<file path="src/rtl/seq010_tx_if.sv">
// rtl/seq010_tx_if.sv - request handshake between a token requester and seq010_tx
interface seq010_tx_if #(
  parameter int COUNT_W = 10
);
  logic               req_valid;
  logic [COUNT_W-1:0] req_count;
  logic               req_ready;

  modport master (output req_valid, output req_count, input req_ready);
  modport slave  (input req_valid, input req_count, output req_ready);
endinterface

</file>
<file path="src/rtl/seq010_tx.sv">
// rtl/seq010_tx.sv - serializes N tokens as 0,1,0 frames plus idle-1 gap bits on x
module seq010_tx #(
  parameter int COUNT_W  = 10,
  parameter int GAP_BITS = 1
) (
  input  logic               clk,
  input  logic               rst,
  seq010_tx_if.slave         req,
  input  logic               clr_count,
  output logic               x,
  output logic               busy,
  output logic               done,
  output logic [COUNT_W-1:0] sent_count
);

  typedef enum logic [2:0] {
    IDLE = 3'd0,
    B0   = 3'd1,
    B1   = 3'd2,
    B2   = 3'd3,
    GAP  = 3'd4
  } state_t;

  // Gap counter runs 0..GAP_BITS-1; 4 bits covers the 1..15 range.
  localparam logic [3:0] GAP_LAST = 4'(GAP_BITS - 1);

  state_t             state_q, state_d;
  logic [COUNT_W-1:0] remaining_q, remaining_d;
  logic [COUNT_W-1:0] sent_q, sent_d;
  logic [3:0]         gap_q, gap_d;
  logic               x_q, x_d;
  logic               done_q, done_d;

  // State, line and counters; reset abandons any partial frame uncounted.
  always_ff @(posedge clk or negedge rst) begin
    if (!rst) begin
      state_q     <= IDLE;
      remaining_q <= '0;
      sent_q      <= '0;
      gap_q       <= '0;
      x_q         <= 1'b1;
      done_q      <= 1'b0;
    end else begin
      state_q     <= state_d;
      remaining_q <= remaining_d;
      sent_q      <= sent_d;
      gap_q       <= gap_d;
      x_q         <= x_d;
      done_q      <= done_d;
    end
  end

  // Next state; x is derived from the next state so it moves with the state register.
  always_comb begin
    state_d     = state_q;
    remaining_d = remaining_q;
    sent_d      = sent_q;
    gap_d       = gap_q;
    done_d      = 1'b0;
    unique case (state_q)
      IDLE: begin
        if (req.req_valid) begin
          remaining_d = req.req_count;
          if (req.req_count != '0) state_d = B0;
          else                     done_d  = 1'b1;
        end
      end
      B0: state_d = B1;
      B1: state_d = B2;
      B2: begin
        // Counting here lines up with the detector registering the trailing 0.
        state_d     = GAP;
        gap_d       = '0;
        sent_d      = sent_q + COUNT_W'(1);
        remaining_d = remaining_q - COUNT_W'(1);
      end
      GAP: begin
        if (gap_q == GAP_LAST) begin
          if (remaining_q != '0) begin
            state_d = B0;
          end else begin
            state_d = IDLE;
            done_d  = 1'b1;
          end
        end else begin
          gap_d = gap_q + 4'd1;
        end
      end
      default: state_d = IDLE;
    endcase
    if (clr_count) sent_d = '0;
    x_d = !((state_d == B0) || (state_d == B2));
  end

  assign req.req_ready = (state_q == IDLE);
  assign busy          = (state_q != IDLE);
  assign x             = x_q;
  assign done          = done_q;
  assign sent_count    = sent_q;

endmodule
</file>
<file path="src/flat_wrapper.sv">
// flat-port wrapper written by rule: the top's interface ports become plain ports
module seq010_tx_flat 
#(
  parameter int COUNT_W  = 10,
  parameter int GAP_BITS = 1
)
  (clk, rst, clr_count, x, busy, done, sent_count, req_req_valid, req_req_count, req_req_ready);
  seq010_tx_if #(.COUNT_W(COUNT_W)) req_i ();
  input  logic clk;
  input  logic rst;
  input  logic clr_count;
  output logic x;
  output logic busy;
  output logic done;
  output logic [COUNT_W-1:0] sent_count;
  input wire logic [$bits(req_i.req_valid)-1:0] req_req_valid;
  input wire logic [$bits(req_i.req_count)-1:0] req_req_count;
  output wire logic [$bits(req_i.req_ready)-1:0] req_req_ready;
  assign req_i.req_valid = req_req_valid;
  assign req_i.req_count = req_req_count;
  assign req_req_ready = req_i.req_ready;
  seq010_tx #(.COUNT_W(COUNT_W), .GAP_BITS(GAP_BITS)) u_core (.clk(clk), .rst(rst), .req(req_i), .clr_count(clr_count), .x(x), .busy(busy), .done(done), .sent_count(sent_count));
endmodule
</file>
<file path="config.mk">
export PLATFORM = sky130hd
export DESIGN_NAME = seq010_tx_flat
export DESIGN_NICKNAME = d
export VERILOG_FILES = /design/src/rtl/seq010_tx_if.sv /design/src/rtl/seq010_tx.sv /design/src/flat_wrapper.sv
export SDC_FILE = /design/constraint.sdc
export NUM_CORES = 1
export LEC_CHECK = 0
export CAP_MARGIN = 20
export CELL_PAD_IN_SITES_DETAIL_PLACEMENT = 2
export CELL_PAD_IN_SITES_GLOBAL_PLACEMENT = 2
export CORE_UTILIZATION = 32
export CTS_BUF_LIST = sky130_fd_sc_hd__clkbuf_8 sky130_fd_sc_hd__clkbuf_16
export DETAILED_ROUTE_END_ITERATION = 8
export GPL_TIMING_DRIVEN = 0
export PLACE_DENSITY_LB_ADDON = 0.1
export SLEW_MARGIN = 20
export SYNTH_ARGS = -nofsm -noshare
export SYNTH_HDL_FRONTEND = slang
export SYNTH_SLANG_ARGS = --single-unit
</file>
<file path="constraint.sdc">
create_clock -name clk -period 2.12 [get_ports clk]
set_input_delay 0.636 -clock clk [delete_from_list [all_inputs] [get_ports clk]]
set_output_delay 0.636 -clock clk [all_outputs]
set_load 0.02 [all_outputs]
</file>
* Word level (Yosys, flattened, before mapping)
Cells that the tools add are included.
** Word-level totals
- Flip-flop bits (word level) :: 29
- Input port bits :: 14
- Output and inout port bits :: 14
- Word-level logic and storage cells :: 45
** Cells by class
- $add $sub $neg :: 3
- Equality and inequality tests :: 8
- Multiplexer cells :: 16
- Reductions and logical operators :: 12
** Operator list (count)
- $mux W10 :: 3
- $pmux W10 S2 :: 1
- $reduce_bool A10 Y1 :: 2
- $pmux W3 S5 :: 1
- $add A10 B1 Y10 const B :: 1
- $sub A10 B1 Y10 const B :: 1
- $eq A3 B2 Y1 const B :: 3
- $mux W3 :: 3
- $pmux W4 S2 :: 1
- $eq A3 B1 Y1 const B :: 2
- $reduce_bool A2 Y1 :: 3
- $mux W1 :: 5
- $add A4 B1 Y4 const B :: 1
- $logic_not A4 Y1 :: 1
- $mux W4 :: 1
- $ne A2 B2 Y1 const B :: 2
- $reduce_and A2 Y1 :: 2
- $eq A3 B3 Y1 const B :: 1
- $logic_not A3 Y1 :: 1
- $reduce_bool A3 Y1 :: 1
- $pmux W1 S2 :: 1
- $logic_not A1 Y1 :: 1
- $logic_or A1 B1 Y1 :: 1

* Depth between registers and ports, before layout
- Word-level depth :: 7
- Mapped depth :: 6
- Depth with buffers taken out :: 6

* Worst setup path before layout
OpenSTA, ideal clock, no wires.
- Path kind :: register -> output
- Start point :: reg u_core.state_q[1]
- End point :: out req_req_ready
- Arrival time :: 1.255 ns
- Required time :: 1.484 ns
- Slack :: 0.229 ns
- Cell stages (with the launch flop) :: 4
- Buffers on the path :: 1
- Cell sequence :: dfrtp_1 -> buf_6 -> or3_2 -> inv_1
** On the way
- Word-level cells in the longest chain between the ends :: 1
** RTL lines
- from (decl) :: RTL line seq010_tx.sv:27 : state_t state_q, state_d;
- from (signal assigned) :: RTL line seq010_tx.sv:44 : state_q <= state_d;
- $logic_not A3 Y1 :: RTL line seq010_tx.sv:95 : assign req.req_ready = (state_q == IDLE);
- to (decl) :: RTL line flat_wrapper.sv:18 : output wire logic [$bits(req_i.req_ready)-1:0] req_req_ready;
No other way between the ends.

* Worst setup path after layout
Ends and elaborated chain as after synthesis.

==> results.txt <==
* Outcome: complete, no violations
- The tightest hold path in the finished design has a slack of 0.3810 ns.
- The die is 72.55 um wide.
- Detailed routing inserted a total of 1382 vias.
- Setup CP Type: reg -> out
* Floorplan die height: 72.55 um
- STA classifies the critical path startpoint as a register.
- Tightest Pin Transition: between 0.6 and 0.7 ns
* Routed Wire Length: between 4000 and 5000 um
* Detailed-router iteration count before antenna repair: 4
- The Yosys step of the flow raised 0 warnings.
- In this run the power density over the cells is 1224 nW/um2.
- Final routed DRC violation total: 0
* Count of final max-slew check failures: 0
- Share of async-settable or async-resettable flops after synthesis: 100.0%
- Counting distinct cell types in the post-synthesis netlist gives 47.
- In this run, synthesis inferred 0 flip-flops with an integrated enable.
- # IOs: 28
- Data on the critical path is required at its endpoint by 1.48 ns.
* Fraction of layout instances using a drive strength above 1: 13.78%
* Total Neg Setup Slack: 0 ns
- IR drop worst, VDD: 514.2 uV
- The worst pin sits at a relative slew slack of 54.49%.
- The min-delay analysis places its worst path in the category in -> async.
- Detailed router's first-iteration violation count: 47
- Clock-pin slew was measured on the worst setup and hold paths at 0.08 ns.
- Global-route wire length before repair: 8100 um
- Routability Congestion: 0.7269
* Detail Placement HPWL: 3389 um
- The clock tree synthesis step divided the H-tree into 2 levels.
- In this run switching power makes up between 30% and 40% of total power.
- Post-route setup slack: 0.05666 ns
* Fraction of power consumed by sequential logic: 34.2%
- The via count of the first global-routing pass is 1621.
- Critical Path AT: 1.43 ns
- The initial antenna violation count was 0.
* Internal Dissipation: 1.598 mW
- GRT overflow: 0
- Summing every instance area after synthesis gives between 1500 and 2000 um2.
- In this run, the clock network consumes 27.9% of the power.
- In this run, CTS created clock tree buffers numbering 5.
- Dividing the detail-routed via count by the number of cells gives 5.255.
* Mean instance size in the synthesized netlist: approximately 9.8 um2
* Sort of element at the end of the critical path: output port
- Once the floorplan was initialized, standard cells occupied between 30 and 40% of the core.
- WL/cell: 18.05 um
- Power, Total: 2.524 mW
- Max Fanout on Critical Path: 8
* Number of routed nets with antenna violations: 0
* Max-cap viol count: 0
* Count of buffers from port buffering: 26
- The clock period could shrink to 2.063 ns.
- In this run the static leakage power is 0.8683 nW.
- Growth of design area from synthesis to finish: 29.46%
- At the end of the flow, the number of nets in the layout was between 200 and 250.
* Comb power frac: a little under two fifths
- Synthesis inferred 29 register bits.
- Max Root-Sink Buffers: 2
- Final Setup Violations: 0
- Static timing analysis puts the maximum clock frequency at 484.7 MHz.
* Synthesized netlist net count: 181
* CTS tree: yes
* Fraction of the cycle the final worst path needs: 97.33%
- Sequential fraction of the synthesis area: about 46%
* Pre-CTS setup slack: -0.2413 ns
- For this run, the total global-route usage over all layers was measured as 20.63%.
- Main flop type after synthesis: dfrtp_1
- CTS saw 29 sinks.
- Setup repair after global routing left no endpoint under its margin.
* Placeable Area: 4755 um2
- Switching power total: 925.7 uW
* Die Area: approximately 5300 um2
- Across the routed clock network, the largest skew measured is 0.009128 ns.
* Root buffer selected by CTS: clkbuf_8
- Cts hold-fix bufs: 0
- Count of mapped cells out of synthesis: 162
* Pin count of the biggest net entering global routing: 30
- The repair_antennas step left the layout with diodes totalling 0.
* Worst skew pair latency: between 0.2 and 0.3 ns
- Row Count: 25
- Hold violation count in the final report: 0
[through the flow]
stage / area (um2) / std cells / util (%)
floorplan: 1593 / 162 / -
global placement: 1937 / 255 / 40.74
detailed placement: 1932 / 255 / 40.63
CTS: 2059 / 263 / 43.32
global route: 2062 / 263 / 43.37
finish: 2062 / 263 / 43.37
[synthesized netlist by cell type, drive strengths merged (2+ instances only)]
| master | number | share of area, % |
|---|---|---|
| xnor2 | 7 | 3.8 |
| buf | 6 | 3.1 |
| o21ai | 6 | 2.1 |
| nand2 | 16 | 4.2 |
| inv | 10 | 2.4 |
| ha | 5 | 3.9 |
| nor2 | 22 | 5.7 |
| nor3 | 8 | 2.8 |
| or3 | 4 | 1.6 |
| and3 | 3 | 1.2 |
| a211oi | 3 | 1.4 |
| o211ai | 3 | 1.4 |
| nor4 | 3 | 1.6 |
| mux2i | 3 | 1.9 |
| a221o | 3 | 1.9 |
| dfrtp | 28 | 44 |
| a21oi | 2 | 0.63 |
| nor3b | 3 | 1.4 |
| nand3 | 4 | 1.3 |
| nand4 | 4 | 1.6 |
| xor2 | 2 | 1.1 |
[logic make-up after synthesis]
family                     after synthesis  synth area share [%]
and+or+nand+nor                         74                 25.92
DFF                                     29                 45.64
AOI/OAI and AO/OA                       26                 12.18
buffers and inverters                   16                 5.499
xor gates and xnor gates                 9                 4.949
adders and majority gates                5                 3.928
muxes                                    3                 1.885
[power by group through the flow]
stage               Sequential, mW  Clock [mW]  Combinational [mW]
finish                       0.863       0.705               0.956
global route                 0.886       0.739                1.05
CTS                          0.865       0.713               0.964
detailed placement           0.868           0               0.962
global placement             0.852           0               0.919
floorplan                    0.843           0               0.649
[registers in the layout (all words and copies together) (netlist names)]
signal / cells
u_core.remaining_q: 10
u_core.sent_count: 10
u_core.state_q: 3
u_core.gap_q: 4
u_core.done: 1
u_core.x: 1
[cells in the final DEF (no fill, tap or decap), types with 4 or more instances in the layout]
master           synthesis  layout
clkbuf_8                 0       5
clkdlybuf4s50_1          0      23
dfrtp_1                 28      28
ha_1                     5       5
inv_1                   10      10
nand2_1                 15      15
nand3_1                  4       4
nand4_1                  4       4
nor2_1                  21      21
nor3_1                   7       7
o21ai_0                  5       5
xnor2_1                  7       7
[area by class of cell]
class | count | area, um2
Multi-Input combinational cell | 117 | 782.0
Tap cell | 67 | 83.83
Clock inverter | 3 | 65.06
Sequential cell | 29 | 726.9
Timing Repair Buffer | 26 | 247.7
Inverter | 10 | 37.54
Fill cell | 543 | 2693
Buffer | 6 | 50.05
Clock buffer | 5 | 68.82
[critical path: stages (launching register included)]
cell     delay, ns
dfrtp_1       0.38
buf_6         0.14
or3_4         0.41
inv_1         0.07
buf_4         0.13
[worst paths after layout]
kind	endpoint	cells after the start	slack (ns)	startpoint
worst max-delay path	req_req_ready	4	0.06	u_core.state_q[1]
worst min-delay path	u_core.gap_q[2]	1	0.38	rst
worst max register to register	u_core.remaining_q[6]	6	0.30	u_core.remaining_q[0]
worst min register to register	u_core.gap_q[2]	1	0.53	u_core.gap_q[2]
max in group asynchronous	u_core.done	1	1.29	rst
min in group clk	u_core.gap_q[2]	1	0.53	u_core.gap_q[2]
[routing by layer]
metal / global-route usage, % / vias to the layer above / routed length, um
met5: 0 / - / 0
met4: 8.497 / 0 / 68
met3: 3.889 / 6 / 111
met2: 35.83 / 21 / 2401
met1: 25.04 / 712 / 2167
li1: - / 643 / -
[what timing repair did]
action | in CTS | in global routing
resized for setup | 9 | 1
setup endpoints to repair | 2 | 1
buffers inserted | 0 | 0
Note: power is estimated with default switching activity, not from simulation.
